$ cat config.mk
export PLATFORM = sky130hd
export DESIGN_NAME = ps2_rx_fifo
export DESIGN_NICKNAME = d
export VERILOG_FILES = /design/src/rtl/ps2_rx_fifo.sv
export SDC_FILE = /design/constraint.sdc
export NUM_CORES = 1
export LEC_CHECK = 0
export CAP_MARGIN = 20
export CORE_MARGIN = 1
export CORE_UTILIZATION = 36
export CTS_CLUSTER_SIZE = 16
export DETAILED_ROUTE_END_ITERATION = 16
export HOLD_SLACK_MARGIN = 0.15
export PLACE_DENSITY = 0.59
export SYNTH_ARGS = -nofsm -noshare
export SYNTH_HDL_FRONTEND = slang
export SYNTH_SLANG_ARGS = --single-unit
$ cat constraint.sdc
create_clock -name Clock -period 3.2 [get_ports Clock]
set_input_delay 0.64 -clock Clock [delete_from_list [all_inputs] [get_ports Clock]]
set_output_delay 0.64 -clock Clock [all_outputs]
set_load 0.01 [all_outputs]
$ cat src/rtl/ps2_rx_fifo.sv
// ps2_rx_fifo
//   Receives PS/2 keyboard frames and queues scancodes in a show-ahead FIFO.
//   The raw PS2_CLK is synchronized and glitch-filtered, and its falling edges
//   drive the frame FSM. E0 and F0 prefix bytes are folded into flags on the
//   next code byte instead of being queued.
//
// Ports
//   Clock, Reset      system clock; asynchronous active-high reset
//   PS2_CLK, PS2_DATA raw keyboard lines (asynchronous, idle high)
//   iPop              removes the head entry (ignored when empty)
//   oCode/oBreak/oExtended  head entry, all 0 while empty
//   oValid, oFull, oCount   FIFO status
//   oParityError, oFrameError, oOverflow  one-cycle event pulses
//
// state  | meaning
// -------+----------------------------------------------
// IDLE   | waiting for a start bit (data 0 on a falling edge)
// DATA   | shifting in 8 data bits, LSB first
// PARITY | capturing the odd-parity bit
// STOP   | checking the stop bit and parity, delivering the byte

module ps2_rx_fifo #(
   parameter int FIFO_DEPTH     = 8,
   parameter int FILTER_LEN     = 8,
   parameter int TIMEOUT_CYCLES = 50000
) (
   input  logic                            Clock,
   input  logic                            Reset,
   input  logic                            PS2_CLK,
   input  logic                            PS2_DATA,
   input  logic                            iPop,
   output logic [7:0]                      oCode,
   output logic                            oBreak,
   output logic                            oExtended,
   output logic                            oValid,
   output logic                            oFull,
   output logic [$clog2(FIFO_DEPTH+1)-1:0] oCount,
   output logic                            oParityError,
   output logic                            oFrameError,
   output logic                            oOverflow
);

   localparam int AW = $clog2(FIFO_DEPTH);
   localparam int CW = $clog2(FIFO_DEPTH + 1);
   localparam int FW = $clog2(FILTER_LEN + 1);
   localparam int TW = $clog2(TIMEOUT_CYCLES + 1);
   localparam logic [FW-1:0] FLT_LOAD = FW'(FILTER_LEN - 1);
   localparam logic [TW-1:0] TMO_LOAD = TW'(TIMEOUT_CYCLES - 1);
   localparam logic [CW-1:0] DEPTH_C  = CW'(FIFO_DEPTH);

   typedef enum logic [1:0] {S_IDLE, S_DATA, S_PARITY, S_STOP} state_t;

   state_t          state, state_nx;
   logic            clk_s1, clk_s2, dat_s1, dat_s2;
   logic            clk_flt, fall_stb;
   logic [FW-1:0]   flt_cnt;
   logic [TW-1:0]   tmo_cnt;
   logic [7:0]      shift_reg;
   logic [2:0]      bit_cnt;
   logic            par_bit;
   logic            pend_ext, pend_brk;
   logic            frame_err, par_err, byte_ok;
   logic            push, do_push, do_pop, full;
   logic [AW-1:0]   wr_ptr, rd_ptr;
   logic [CW-1:0]   count;
   logic [9:0]      mem [FIFO_DEPTH];
   logic [9:0]      head;

   always_ff @(posedge Clock or posedge Reset) begin
      if (Reset) begin
         clk_s1 <= 1'b1;
         clk_s2 <= 1'b1;
         dat_s1 <= 1'b1;
         dat_s2 <= 1'b1;
      end else begin
         clk_s1 <= PS2_CLK;
         clk_s2 <= clk_s1;
         dat_s1 <= PS2_DATA;
         dat_s2 <= dat_s1;
      end
   end

   // Down-counter reloads whenever the sample agrees with the filtered level,
   // so it only reaches zero after FILTER_LEN consecutive disagreeing samples.
   always_ff @(posedge Clock or posedge Reset) begin
      if (Reset) begin
         clk_flt  <= 1'b1;
         flt_cnt  <= '0;
         fall_stb <= 1'b0;
      end else begin
         fall_stb <= 1'b0;
         if (clk_s2 == clk_flt) begin
            flt_cnt <= FLT_LOAD;
         end else if (flt_cnt == '0) begin
            clk_flt  <= clk_s2;
            flt_cnt  <= FLT_LOAD;
            fall_stb <= clk_flt;
         end else begin
            flt_cnt <= flt_cnt - 1'b1;
         end
      end
   end

   always_ff @(posedge Clock or posedge Reset) begin
      if (Reset) state <= S_IDLE;
      else       state <= state_nx;
   end

   always_comb begin
      state_nx  = state;
      frame_err = 1'b0;
      par_err   = 1'b0;
      byte_ok   = 1'b0;
      if (state != S_IDLE && !fall_stb && tmo_cnt == '0) begin
         state_nx  = S_IDLE;
         frame_err = 1'b1;
      end else if (fall_stb) begin
         case (state)
            S_IDLE:   if (!dat_s2) state_nx = S_DATA;
            S_DATA:   if (bit_cnt == 3'd7) state_nx = S_PARITY;
            S_PARITY: state_nx = S_STOP;
            S_STOP: begin
               state_nx = S_IDLE;
               if (!dat_s2)                      frame_err = 1'b1;
               else if (!(^{shift_reg, par_bit})) par_err  = 1'b1;
               else                              byte_ok   = 1'b1;
            end
            default:  state_nx = S_IDLE;
         endcase
      end
   end

   always_ff @(posedge Clock or posedge Reset) begin
      if (Reset) begin
         shift_reg <= '0;
         bit_cnt   <= '0;
         par_bit   <= 1'b0;
         tmo_cnt   <= '0;
      end else begin
         if (fall_stb) begin
            case (state)
               S_IDLE: bit_cnt <= '0;
               S_DATA: begin
                  shift_reg <= {dat_s2, shift_reg[7:1]};
                  bit_cnt   <= bit_cnt + 3'd1;
               end
               S_PARITY: par_bit <= dat_s2;
               default: ;
            endcase
         end
         if (state == S_IDLE || fall_stb) tmo_cnt <= TMO_LOAD;
         else if (tmo_cnt != '0)          tmo_cnt <= tmo_cnt - 1'b1;
      end
   end

   assign push    = byte_ok && shift_reg != 8'hE0 && shift_reg != 8'hF0;
   assign full    = (count == DEPTH_C);
   assign do_pop  = iPop && (count != '0);
   assign do_push = push && (!full || do_pop);

   always_ff @(posedge Clock or posedge Reset) begin
      if (Reset) begin
         pend_ext     <= 1'b0;
         pend_brk     <= 1'b0;
         oParityError <= 1'b0;
         oFrameError  <= 1'b0;
         oOverflow    <= 1'b0;
         wr_ptr       <= '0;
         rd_ptr       <= '0;
         count        <= '0;
      end else begin
         oParityError <= par_err;
         oFrameError  <= frame_err;
         oOverflow    <= push && full && !do_pop;
         if (byte_ok) begin
            if (shift_reg == 8'hE0) begin
               pend_ext <= 1'b1;
            end else if (shift_reg == 8'hF0) begin
               pend_brk <= 1'b1;
            end else begin
               pend_ext <= 1'b0;
               pend_brk <= 1'b0;
            end
         end
         if (do_push) wr_ptr <= wr_ptr + 1'b1;
         if (do_pop)  rd_ptr <= rd_ptr + 1'b1;
         case ({do_push, do_pop})
            2'b10:   count <= count + 1'b1;
            2'b01:   count <= count - 1'b1;
            default: ;
         endcase
      end
   end

   always_ff @(posedge Clock) begin
      if (do_push) mem[wr_ptr] <= {pend_ext, pend_brk, shift_reg};
   end

   assign head      = mem[rd_ptr];
   assign oValid    = (count != '0);
   assign oFull     = full;
   assign oCount    = count;
   assign oCode     = oValid ? head[7:0] : 8'h00;
   assign oBreak    = oValid & head[8];
   assign oExtended = oValid & head[9];

endmodule
# After elaboration in Yosys (flattened, before gate mapping)
# Memory sizes are Yosys's and may differ from the RTL's.
# Cells that the tools add are included.
# totals
regBits,55
latchBits,0
mem_bits_rw,80
rom_bits,0
in_bits,5
output_inout_bits,19
wordCells,111
mem_count,1
# mem_list
memory,depth,width,rd,rd_clocked_by_memory_dff,wr,line,text
mem,8,10,1,0,1,66,logic [9:0] mem [FIFO_DEPTH];
# classes
addsub,7
mul,0
div_mod_pow,0
magnitude_cmp,0
eq_ne,15
shifts,0
muxes,33
n_bitwise,4
n_reduce_logical,31
# op_table
operator,count
2-to-1 mux 16 bit,2
2-to-1 mux 1 bit,21
equality test 8 bit (second input constant),2
zero test 16 bit,1
!= test 8 bit (second input constant),2
nonzero test 16 bit,1
subtractor 16 x 1 -> 16 bit (second input constant),1
AND reduction 2 bit,6
nonzero test 2 bit,5
adder 3 x 1 -> 3 bit (second input constant),3
XOR reduction 9 bit,1
logical AND 1 bit,8
2-to-1 mux 2 bit,4
2-to-1 mux 4 bit,2
2-to-1 mux 8 bit,1
one-hot mux 2 bit (4 select lines),1
one-hot mux 4 bit (2 select lines),1
subtractor 4 x 1 -> 4 bit (second input constant),2
equality test 2 bit (second input constant),3
!= test 3 bit (second input constant),2
one-hot mux 3 bit (2 select lines),1
adder 4 x 1 -> 4 bit (second input constant),1
equality test 2 x 1 -> 1 bit (second input constant),2
equality test 4 bit (second input constant),1
11 further kinds,16

# Logic depth before layout (Yosys ltp)
# Gate-level depths: netlist of the first run.
# depth
ltp_word,11
mapped_depth,11
depth_no_buf,10

# Worst setup path after synthesis of the first run
# OpenSTA, ideal clock, no wires.
# synth_timing
path_type,register to register
start,register shift_reg[5]
end,memory mem[0][0] (enable)
setup_time_ps,404
t_arrival_ps,3103
t_required_ps,2796
setup_slack_ps,-306
stages_incl_launch_ff,8
path_buffers,0
synth_period_minus_slack_ps,3506
path_cell_list,dfrtp_1 xnor2_1 xnor3_2 xnor2_1 a2111o_1 inv_1 o21ai_0 nor4_1
# synth_via
elab_chain_cells,11
elab_cells_between_ends,13
classes_between,2 x eq/ne; 7 x mux; 4 x reduce/logical
# synth_rtl
element,line,text
from (decl),58,logic [7:0] shift_reg;
from (signal assigned),144,"shift_reg <= {dat_s2, shift_reg[7:1]};"
XOR reduction 9 bit,125,"else if (!(^{shift_reg, par_bit})) par_err = 1'b1;"
2-to-1 mux 1 bit,125,
2-to-1 mux 1 bit,124,if (!dat_s2) frame_err = 1'b1;
2-to-1 mux 1 bit,118,case (state)
2-to-1 mux 1 bit,117,end else if (fall_stb) begin
2-to-1 mux 1 bit,114,if (state != S_IDLE && !fall_stb && tmo_cnt == '0) begin
logical AND 1 bit,156,assign push = byte_ok && shift_reg != 8'hE0 && shift_reg != 8'hF0;
logical AND 1 bit *,156,
logical AND 1 bit *,159,assign do_push = push && (!full || do_pop);
2-to-1 mux 1 bit *,196,"if (do_push) mem[wr_ptr] <= {pend_ext, pend_brk, shift_reg};"
2-to-1 mux 1 bit (implied by the code) *,196,
to (decl),66,
# Mark *: on every way between the ends. The rest lies on a longest branch, timed or not.

# Final worst setup path of the first run
# layout_timing
start,register shift_reg[6]
end,"register count[3], in the netlist oCount[3]"
# layout_via
elab_chain_cells,11
elab_cells_between_ends,15
classes_between,4 x eq/ne; 6 x mux; 5 x reduce/logical
# layout_rtl
element,line,text
XOR reduction 9 bit,125,
2-to-1 mux 1 bit,125,
2-to-1 mux 1 bit,124,
2-to-1 mux 1 bit,118,
2-to-1 mux 1 bit,117,
2-to-1 mux 1 bit,114,
logical AND 1 bit,156,
logical AND 1 bit *,156,
logical AND 1 bit *,159,
equality test 2 x 1 -> 1 bit or equality test 2 bit (tied branches),187,"case ({do_push, do_pop})"
one-hot mux 4 bit (2 select lines) or nonzero test 2 bit (tied branches),n/a,
to (signal assigned),188,2'b10: count <= count + 1'b1;
to (signal assigned),189,2'b01: count <= count - 1'b1;
to (decl),65,logic [CW-1:0] count;
# Marks and branches as above.
# A chain may end at the register's enable or synchronous reset.

==> results of run 1 <==
-- critical path, delay by kind of cell, from the launching register on --
family / cells / cell delay, ns
xor+xnor: 4 / 1.04
compound gates: 3 / 0.83
flops: 1 / 0.40
fa+ha+maj: 1 / 0.26
mux: 1 / 0.25
simple gates: 1 / 0.20
-- what timing repair did --
action | CTS | global route
gates resized for setup | 0 | 1
setup buffers | 0 | 0
setup endpoints to repair | 0 | 5
-- cells by family (layout without fill, tap and decap cells) --
logic type      after synthesis  in the layout  share of synthesized area
flops                       135            135                      0.659
simple gates                105            105                     0.0900
mux                          44             44                      0.123
xor+xnor                     29             29                     0.0519
buf+inv                      26             94                     0.0172
compound gates               25             25                     0.0283
fa+ha+maj                    13             13                     0.0296
-- stage by stage --
| stage | worst slack, ns | setup TNS (ns) | instances | area, um^2 | hold slack (ns) |
|---|---|---|---|---|---|
| floorplan | -0.0832 | -2.50 | 377 | 5750 | 0.345 |
| global placement | 0.198 | 0 | 624 | 6390 | 0.346 |
| detailed placement | 0.141 | 0 | 624 | 6390 | 0.347 |
| CTS | 0.0625 | 0 | 656 | 7050 | 0.355 |
| global route | 0.0118 | 0 | 656 | 7050 | 0.356 |
| finish | 0.149 | 0 | 656 | 7050 | 0.355 |
-- synth_stat cells (3+ instances only) --
cell type | count | share of area
edfxtp_1 | 80 | 0.42
dfrtp_1 | 50 | 0.22
nand2_1 | 32 | 0.021
nor2_1 | 31 | 0.020
mux4_2 | 20 | 0.078
xnor2_1 | 18 | 0.027
inv_1 | 17 | 0.011
mux2i_1 | 13 | 0.023
ha_1 | 12 | 0.026
nor3_1 | 11 | 0.0096
mux2_2 | 10 | 0.020
o21ai_0 | 10 | 0.0087
xor2_1 | 8 | 0.012
a21oi_1 | 6 | 0.0052
clkbuf_1 | 6 | 0.0039
or3_1 | 6 | 0.0065
dfstp_2 | 5 | 0.023
nand2b_1 | 4 | 0.0044
nor4_1 | 4 | 0.0044
a32o_1 | 3 | 0.0052
or4_1 | 3 | 0.0039
-- area by class of cell --
class	instances	area (um^2)	share of cell area
flip-flops and latches	135	3790	0.537
repair buffers	45	408	0.0579
clock inverters	13	215	0.0305
well taps	211	264	0.0375
multi-input cells	216	1870	0.265
clock buffers	19	443	0.0628
inverters	17	63.8	0.00905
-- routing by layer --
metal | GRT usage | part of all wire | vias up
met3 | 0.0467 | 0.035 | 13
met4 | 0.0540 | 0.013 | 0
met1 | 0.182 | 0.46 | 1577
li1 | - | - | 1502
met2 | 0.249 | 0.49 | 44
met5 | 0 | 0 | -
-- power by group --
group          internal [mW]  total [mW]  switching [mW]
clock                   1.41        2.15           0.738
sequential              1.91        2.03           0.125
combinational          0.371       0.685           0.314
total                   3.69        4.87            1.18
-- worst paths after layout --
check                                   end  slack (ns)  cells after the start
worst max-delay path              oCount[3]        0.15                     10
worst min-delay path                 dat_s2        0.35                      0
worst min register to register       dat_s2        0.35                      0
worst max register to register    oCount[3]        0.15                     10
max in group asynchronous            clk_s1        2.00                      3
min in group asynchronous       tmo_cnt[11]        0.54                      2
==> impl_results.md, run 1 <==
- # diodes: 0
- Post-synth EDFFs: 80
- Worst endpoint required time: 3.54 ns
- Fraction of layout cells with a size suffix above 1: 0.225
- Initial antenna violation count: 0
- Top_reg_cell synth: edfxtp_1
- Worst slew margin: 0.517
- Post-route ant nets: 0
- Max incr delay on CP: 0.49 ns
- HPWL Detailed: 7.13 mm
- Routability cong.: 0.713
- Commonest cells after routing, fill and taps aside: 80 x edfxtp_1, 49 x dfrtp_1, 32 x nand2_1
- # fillers: 1360
- GRT Total Usage: 0.149
- Setup-failing EPs final: 0
- Seq/Total Area, Yosys: 0.659
- H-tree Lvls: 4
- CTS Buffer Depth: 2
- Crit path max fanout: 5
- Synth warnings: 0
- Worst-margin pin slew: 0.724 ns
- CTS Buf Count: 17
- Drt pass-1 iters: 4
- Clock sinks: 135
- Global-route wire length before repair: 17.9 mm
- Post-Route WL: 10.8 mm
- WP data arrival: 3.39 ns
- Via density: 4.78
- Final period demand of the worst path: 3.05 ns
- Nets: 450
- Largest net degree at the start of global routing: 21
- Tot Pwr: 4.87 mW
- Status: finished clean
- Commonest non-fill, non-tap cell in the layout: edfxtp_1
- Vias in the first global route: 3290
- Max FFs per register: 80
- Critical path capture point type: flop
- Hold Startpoint: dat_s1
- Routed via count: 3136
- Clock Latency Late Sink: 0.42 ns
- Post-route core utilization: 0.459
- Critical-path top delay cell: xnor3_2
- Starting density of the core: 0.373
- Ys async rst share: 0.407
- Wire per inst: 16.4 um
- Syn nets: 395
- CORE AREA: 15400 um^2
- Syn avg cell area: 15.2 um^2
- Crit Path Class: reg2reg
- Worst hold path type: reg2reg
- Worst Setup SP: shift_reg[6]
- Max-Cap Viols: 0
- Hold buffer count at cts: 0
- CTS root buf: clkbuf_16
- Final Hold Viols: 0
- Cells after Synth: 377
- Peak VDD IR: 578 uV
- Startpoint Class: flop
- Iter 0 DRT Violations: 176
- Site Rows: 45
- Final Cycle Share: 0.954
- Gr ovfl total: 0
- Worst R2R Start: shift_reg[6]
- CTS tree: yes
- # port buffers: 23
- Pins Over Slew Limit: 0
- DRC viols: 0
- Unique masters post-synth: 46
- IO Pins: 24
- Layout Skew: 0.00816 ns
- Die Span X: 128 um
- RSZ-0062 raised after global routing: no
- PD cells: 691 nW/um^2
- Pleak: 2.74 nW
- Area growth syn-to-layout: 22.8%
- Cell mode on critical path: xnor2_1
- Yosys reg bits: 135
- Die H: 128 um
- Worst-path clk slew: 0.06 ns
- Synthesized area: 5740 um^2
- Worst-path cell chain: xnor2_1 > xnor3_2 > xnor2_1 > a2111o_1 > and2_4 > ha_1 > a21o_1 > a21oi_1 > mux2i_1 > xnor2_1
- Fmax: 0.328 GHz
- Die area: 16500 um^2
Power figures use the tool's default switching activity.
==> run 2: changes to the inputs <==
--- a/config.mk
+++ b/config.mk
@@ -6,12 +6,13 @@
 export NUM_CORES = 1
 export LEC_CHECK = 0
 export CAP_MARGIN = 20
+export CORE_ASPECT_RATIO = 0.6
 export CORE_MARGIN = 1
-export CORE_UTILIZATION = 36
+export CORE_UTILIZATION = 40
 export CTS_CLUSTER_SIZE = 16
 export DETAILED_ROUTE_END_ITERATION = 16
 export HOLD_SLACK_MARGIN = 0.15
-export PLACE_DENSITY = 0.59
+export PLACE_DENSITY = 0.68
 export SYNTH_ARGS = -nofsm -noshare
 export SYNTH_HDL_FRONTEND = slang
 export SYNTH_SLANG_ARGS = --single-unit
==> run 2 against run 1 <==
Against the previous run:
- via count up 1.9%
- first-iteration DRC count up 17%
- wire length down 2.9%
- power down 5.5%
- critical endpoint unchanged
- largest cell class unchanged
==> impl_results.md, run 2 (same netlist as run 1, synthesis figures left out) <==
- Status: finished clean (unchanged)
- Post-route ant nets: 0 (unchanged)
- Post-place setup slack: 0.0345 ns (was 0.141 ns)
- # diodes: 0 (unchanged)
- RSZ-0062 raised after global routing: no (unchanged)
- CTS Buffer Depth: 2 (unchanged)
- Switch share: 0.254 (was 0.242)
- Max FFs per register: 80 (unchanged)
- Iter 0 DRT Violations: 206 (was 176)
- Commonest non-fill, non-tap cell in the layout: edfxtp_1 (unchanged)
- PD cells: 662 nW/um^2 (was 691 nW/um^2)
- WP data arrival: 3.35 ns (was 3.39 ns)
- Critical path capture point type: flop (unchanged)
- Site Rows: 33 (was 45)
- Final period demand of the worst path: 3.02 ns (was 3.05 ns)
- Fmax: 0.331 GHz (was 0.328 GHz)
- Fraction of layout cells with a size suffix above 1: 0.220 (was 0.225)
- Crit path max fanout: 5 (unchanged)
- Final Hold Viols: 0 (unchanged)
- Placed cells: 605 (was 624)
- Global-route wire length before repair: 17.3 mm (was 17.9 mm)
- Commonest cells after routing, fill and taps aside: 80 x edfxtp_1, 50 x dfrtp_1, 32 x nand2_1 (was 80 x edfxtp_1, 49 x dfrtp_1, 32 x nand2_1)
- Max-Cap Viols: 0 (unchanged)
- Gr ovfl total: 0 (unchanged)
- Worst Slack Setup Final: 0.177 ns (was 0.149 ns)
- Hold buffer count at cts: 0 (unchanged)
- IO Pins: 24 (unchanged)
- Crit Path Class: reg2reg (unchanged)
- Setup-failing EPs final: 0 (unchanged)
- CTS root buf: clkbuf_16 (unchanged)
- Worst-path clk slew: 0.06 ns (about the same)
- Routability cong.: 0.808 (was 0.713)
- H-tree Lvls: 4 (unchanged)
- Cell Count, Final, Fillers Out: 637 (was 656)
- Placed inst area: 6360 um^2 (was 6390 um^2)
- Int Pwr: 3.43 mW (was 3.69 mW)
- Routed via count: 3197 (was 3136)
- Wire per inst: 16.4 um (about the same)
- Gate power share: 0.153 (was 0.141)
- Starting density of the core: 0.415 (was 0.373)
- Largest net degree at the start of global routing: 35 (was 21)
- Peak VDD IR: 415 uV (was 578 uV)
- Layout Skew: 0.0111 ns (was 0.00816 ns)
- Post-Route WL: 10.5 mm (was 10.8 mm)
- Die area: 14800 um^2 (was 16500 um^2)
- Seq pwr share: 0.439 (was 0.418)
- Pleak: 2.71 nW (was 2.74 nW)
- Clock sinks: 135 (unchanged)
- Nets: 450 (unchanged)
- Postcts setup bufs: 0 (unchanged)
- Pins Over Slew Limit: 0 (unchanged)
- GRT Total Usage: 0.160 (was 0.149)
- CTS Buf Count: 17 (unchanged)
- Vias in the first global route: 3266 (was 3290)
- HPWL Detailed: 7.11 mm (was 7.13 mm)
- Post-layout instance area: 6950 um^2 (was 7050 um^2)
- Clock Latency Late Sink: 0.41 ns (was 0.42 ns)
- Worst-margin pin slew: 0.728 ns (was 0.724 ns)
- Worst slew margin: 0.514 (was 0.517)
- CTS tree: yes (unchanged)
- Net Switching: 1.17 mW (was 1.18 mW)
- # port buffers: 23 (unchanged)
- Area growth syn-to-layout: 21.1% (was 22.8%)
- CORE AREA: 13800 um^2 (was 15400 um^2)
- Startpoint Class: flop (unchanged)
- Clock power frac: 0.408 (was 0.442)
- Via density: 5.02 (was 4.78)
- Die Span X: 157 um (was 128 um)
- Worst endpoint required time: 3.52 ns (was 3.54 ns)
- Die H: 94.8 um (was 128 um)
- DRC viols: 0 (unchanged)
- Worst hold path type: reg2reg (unchanged)
- Drt pass-1 iters: 4 (unchanged)
- Initial antenna violation count: 0 (unchanged)
- Final Cycle Share: 0.945 (was 0.954)
==> run 2: cell count changes in the layout (fill, tap and decap cells not counted), sizes merged <==
cell	delta
clkbuf	-1
inv	+2
clkinv	+3
bufinv	-3
clkinvlp	-1
==> run 2: cell type report <==
cell class	instances	area, um^2
clock buffer	18	429
clock inverter	14	146
fill	1129	6880
inverter	17	63.8
multi-input combinational	216	1880
sequential	135	3780
tap	192	240
timing repair buffer	45	408
==> run 2: worst paths after layout <==
path / startpoint / end / slack [ns] / depth (start not counted)
worst max-delay path: shift_reg[5] / oCount[3] / 0.18 / 10
worst max register to register: shift_reg[5] / oCount[3] / 0.18 / 10
worst min-delay path: clk_s1 / clk_s2 / 0.36 / 0
min in group asynchronous: Reset / oCount[0] / 0.67 / 2
max in group asynchronous: Reset / tmo_cnt[4] / 1.85 / 3
worst min register to register: clk_s1 / clk_s2 / 0.36 / 0
==> run 2: repair_timing <==
item,in CTS,in global routing
setup endpoints to repair,5,41
resized for setup,0,2
cloned,0,0
pin swaps,1,1
==> run 2: layer usage <==
metal	vias to the layer above	share of wire	GRT usage
li1	1499	-	-
met1	1590	0.48	0.224
met2	89	0.44	0.235
met3	19	0.058	0.0427
met4	0	0.019	0.0735
met5	-	0	0
==> run 2: through the flow <==
| step | TNS, ns | util | hold WS (ns) | power, mW |
|---|---|---|---|---|
| floorplan | -2.50 | - | 0.345 | 2.51 |
| global placement | 0 | 0.460 | 0.347 | 2.74 |
| detailed placement | 0 | 0.460 | 0.348 | 2.77 |
| CTS | 0 | 0.502 | 0.356 | 4.66 |
| global route | 0 | 0.502 | 0.361 | 4.80 |
| finish | 0 | 0.502 | 0.356 | 4.60 |
==> run 2: worst max-delay path, stage by stage, from the launching register on <==
cell      delay, ns
dfrtp_1        0.41
xnor2_2        0.22
xnor3_2        0.47
xnor2_1        0.16
a2111o_1       0.49
and2_4         0.21
ha_1           0.26
a21o_1         0.17
a21oi_1        0.16
mux2i_1        0.23
xnor2_1        0.15
==> run 2: power groups by stage <==
stage / Sequential (mW) / Clock [mW] / Combinational, mW
after floorplan: 2.01 / 0 / 0.492
final: 2.02 / 1.88 / 0.703
after detailed placement: 2.05 / 0 / 0.714
after global routing: 2.03 / 2.00 / 0.770
after global placement: 2.05 / 0 / 0.693
after CTS: 2.02 / 1.92 / 0.717
==> run 3: changes to the inputs <==
--- a/config.mk
+++ b/config.mk
@@ -9,9 +9,10 @@
 export CORE_ASPECT_RATIO = 0.6
 export CORE_MARGIN = 1
 export CORE_UTILIZATION = 40
-export CTS_CLUSTER_SIZE = 16
+export CTS_CLUSTER_SIZE = 28
 export DETAILED_ROUTE_END_ITERATION = 16
 export HOLD_SLACK_MARGIN = 0.15
+export MAX_ROUTING_LAYER = met4
 export PLACE_DENSITY = 0.68
 export SYNTH_ARGS = -nofsm -noshare
 export SYNTH_HDL_FRONTEND = slang
==> constraint.sdc (replaced) <==
create_clock -name Clock -period 2.6 [get_ports Clock]
set_input_delay 0.52 -clock Clock [delete_from_list [all_inputs] [get_ports Clock]]
set_output_delay 0.52 -clock Clock [all_outputs]
set_load 0.01 [all_outputs]
==> run 3 against run 2 <==
Against the previous run:
- the run now ends with negative setup slack left
- non-clock buffer count is 27 higher
- fmax rose by 6.4%
- power is 37% higher
- cell count rose by 4.2%
- global-route usage grew 2.2 points
- sequential power rose by 22%
- setup slack got worse by 0.42 ns
- clock-buffer cell count decreased by 1
- die area unchanged
- hold slack about the same
- register-to-register slack worse by 0.42 ns
- combinational power up 89%
- critical path type unchanged
- highest routed layer unchanged
==> impl_results.md, run 3 (same netlist as run 1, synthesis figures left out) <==
- Starting density of the core: 0.415 (unchanged)
- Wire per inst: 17.6 um (was 16.4 um)
- Clock sinks: 135 (unchanged)
- Crit Path Class: reg2reg (unchanged)
- Post-route ant nets: 0 (unchanged)
- Worst r2r path cells: 10 (unchanged)
- Die area: 14800 um^2 (unchanged)
- WP data arrival: 3.18 ns (was 3.35 ns)
- Die H: 94.8 um (unchanged)
- Commonest non-fill, non-tap cell in the layout: edfxtp_1 (unchanged)
- Status: finished, violations left (was finished clean)
- Hold WS: 0.356 ns (about the same)
- Via density: 5.05 (was 5.02)
- M1 WL: 5.75 mm (was 5.02 mm)
- Crit path max fanout: 2 (was 5)
- PD cells: 838 nW/um^2 (was 662 nW/um^2)
- Vias in the first global route: 3465 (was 3266)
- Placed inst area: 6730 um^2 (was 6360 um^2)
- # port buffers: 23 (unchanged)
- Uppermost layer routed: met4 (unchanged)
- Fmax: 0.352 GHz (was 0.331 GHz)
- Pins Over Slew Limit: 0 (unchanged)
- Worst Setup SP: shift_reg[6] (was shift_reg[5])
- Critical path capture point type: flop (unchanged)
- H-tree Lvls: 4 (unchanged)
- CTS tree: yes (unchanged)
- Fraction of layout cells with a size suffix above 1: 0.328 (was 0.220)
- Worst Slack Setup Final: -0.241 ns (was 0.177 ns)
- Setup slack, reg-to-reg: -0.24 ns (was 0.18 ns)
- Final Cycle Share: 1.09 (was 0.945)
- Worst setup path endpoint: oCount[3] (unchanged)
- Pleak: 2.90 nW (was 2.71 nW)
- CTS Buf Count: 17 (unchanged)
- DRC viols: 0 (unchanged)
- Post-route core utilization: 0.544 (was 0.502)
- Worst R2R Start: shift_reg[6] (was shift_reg[5])
- # fillers: 1070 (was 1129)
- GRT Total Usage: 0.183 (was 0.160)
- Drt pass-1 iters: 4 (unchanged)
- Failing checks: negative setup slack
- HPWL Detailed: 7.41 mm (was 7.11 mm)
- CTS Buffer Depth: 2 (unchanged)
- Area growth syn-to-layout: 31.1% (was 21.1%)
- Post-place setup slack: -0.257 ns (was 0.0345 ns)
- Commonest cells after routing, fill and taps aside: 80 x edfxtp_1, 47 x dfrtp_1, 31 x nand2_1, 31 x buf_4, 27 x nor2_1 (was 80 x edfxtp_1, 50 x dfrtp_1, 32 x nand2_1)
- Peak VDD IR: 409 uV (was 415 uV)
- Startpoint Class: flop (unchanged)
- Iter 0 DRT Violations: 187 (was 206)
- CTS root buf: clkbuf_16 (unchanged)
- Worst endpoint required time: 2.94 ns (was 3.52 ns)
- Metal2 WL: 5.32 mm (was 4.63 mm)
- Clock Latency Late Sink: 0.42 ns (was 0.41 ns)
- Site Rows: 33 (unchanged)
- # diodes: 0 (unchanged)
- IO Pins: 24 (unchanged)
- Final period demand of the worst path: 2.84 ns (was 3.02 ns)
- Routed via count: 3355 (was 3197)
- Gr ovfl total: 0 (unchanged)
- Post-layout instance area: 7530 um^2 (was 6950 um^2)
- Worst-margin pin slew: 0.632 ns (was 0.728 ns)
- Nets: 477 (was 450)
- Layout Skew: 0.00716 ns (was 0.0111 ns)
- Initial antenna violation count: 0 (unchanged)
- Post-Route WL: 11.7 mm (was 10.5 mm)
- Global-route wire length before repair: 18.9 mm (was 17.3 mm)
- Worst slew margin: 0.577 (was 0.514)
- Worst-path clk slew: 0.06 ns (about the same)
- Max-Cap Viols: 0 (unchanged)
- Hold buffer count at cts: 0 (unchanged)
- Tot Pwr: 6.31 mW (was 4.60 mW)
- Reg-to-reg endpoint: oCount[3] (unchanged)
- Die Span X: 157 um (unchanged)
- Area taken by multi-input logic gates: 2030 um^2 (was 1880 um^2)
- Setup-failing EPs final: 85 (was 0)
- RSZ-0062 raised after global routing: yes (was no)
- Worst hold path type: reg2reg (unchanged)
- Final Hold Viols: 0 (unchanged)
- Largest net degree at the start of global routing: 34 (was 35)
- CORE AREA: 13800 um^2 (unchanged)
- Seq. cell area: 3790 um^2 (was 3780 um^2)
- Met3 wire len: 523 um (was 604 um)
- Routability cong.: 0.824 (was 0.808)
- Max FFs per register: 80 (unchanged)
==> run 3: cell count changes in the layout (fill, tap and decap cells not counted), moves of 4 or more <==
cell             before  now
buf_12                1   13
buf_4                21   31
clkdlybuf4s50_1      23   13
clkinv_4              2    6
nor2_1               31   27
nor2_4                1    5
nor3_4                1    5
==> run 3: worst min-delay path by stage <==
stage | from | endpoint | slack, ns | depth (start not counted)
3_3_place_gp | dat_s1 | dat_s2 | 0.35 | 0
5_1_grt | dat_s1 | dat_s2 | 0.36 | 0
6_report | dat_s1 | dat_s2 | 0.36 | 0
2_1_floorplan | clk_s1 | clk_s2 | 0.35 | 0
4_1_cts | dat_s1 | dat_s2 | 0.36 | 0
3_5_place_dp | clk_s1 | clk_s2 | 0.35 | 0
==> run 3: final cells by class <==
type | instances | area share
Timing Repair Buffer | 72 | 0.105
Clock buffer | 17 | 0.0565
Clock inverter | 15 | 0.0258
Multi-Input combinational cell | 216 | 0.269
Tap cell | 192 | 0.0319
Inverter | 17 | 0.00848
Sequential cell | 135 | 0.503
==> run 3: layer usage <==
layer | track usage | vias to the layer above
met5 | - | -
met4 | 0.0490 | 0
met3 | 0.0454 | 6
met2 | 0.262 | 52
met1 | 0.259 | 1737
li1 | - | 1560
==> run 3: report_power, final <==
part	switching (mW)	leakage, nW	total [mW]	internal (mW)
Combinational	0.601	1.19	1.33	0.730
Sequential	0.116	1.40	2.47	2.35
Clock	0.978	0.305	2.51	1.53
==> run 3: stage by stage <==
| step | cells | setup TNS, ns |
|---|---|---|
| floorplan | 377 | -11.65 |
| global placement | 617 | -1.67 |
| detailed placement | 617 | -6.98 |
| CTS | 659 | -10.39 |
| global route | 664 | -17.28 |
| finish | 664 | -10.87 |
==> run 3: critical path: stages, from the launching register on <==
cell      delay [ns]
dfrtp_1         0.41
xnor2_2         0.21
xnor3_2         0.49
xnor2_2         0.16
a2111o_1        0.42
and2_4          0.19
ha_4            0.20
a21o_1          0.19
a21oi_2         0.15
mux2i_1         0.22
xnor2_1         0.14
==> run 3: what timing repair did <==
| action | CTS | global route |
|---|---|---|
| gates cloned | 2 | 1 |
| setup endpoints to repair | 94 | 96 |
| buffers inserted | 8 | 5 |
| pin swaps | 4 | 1 |
| resized for setup | 25 | 11 |
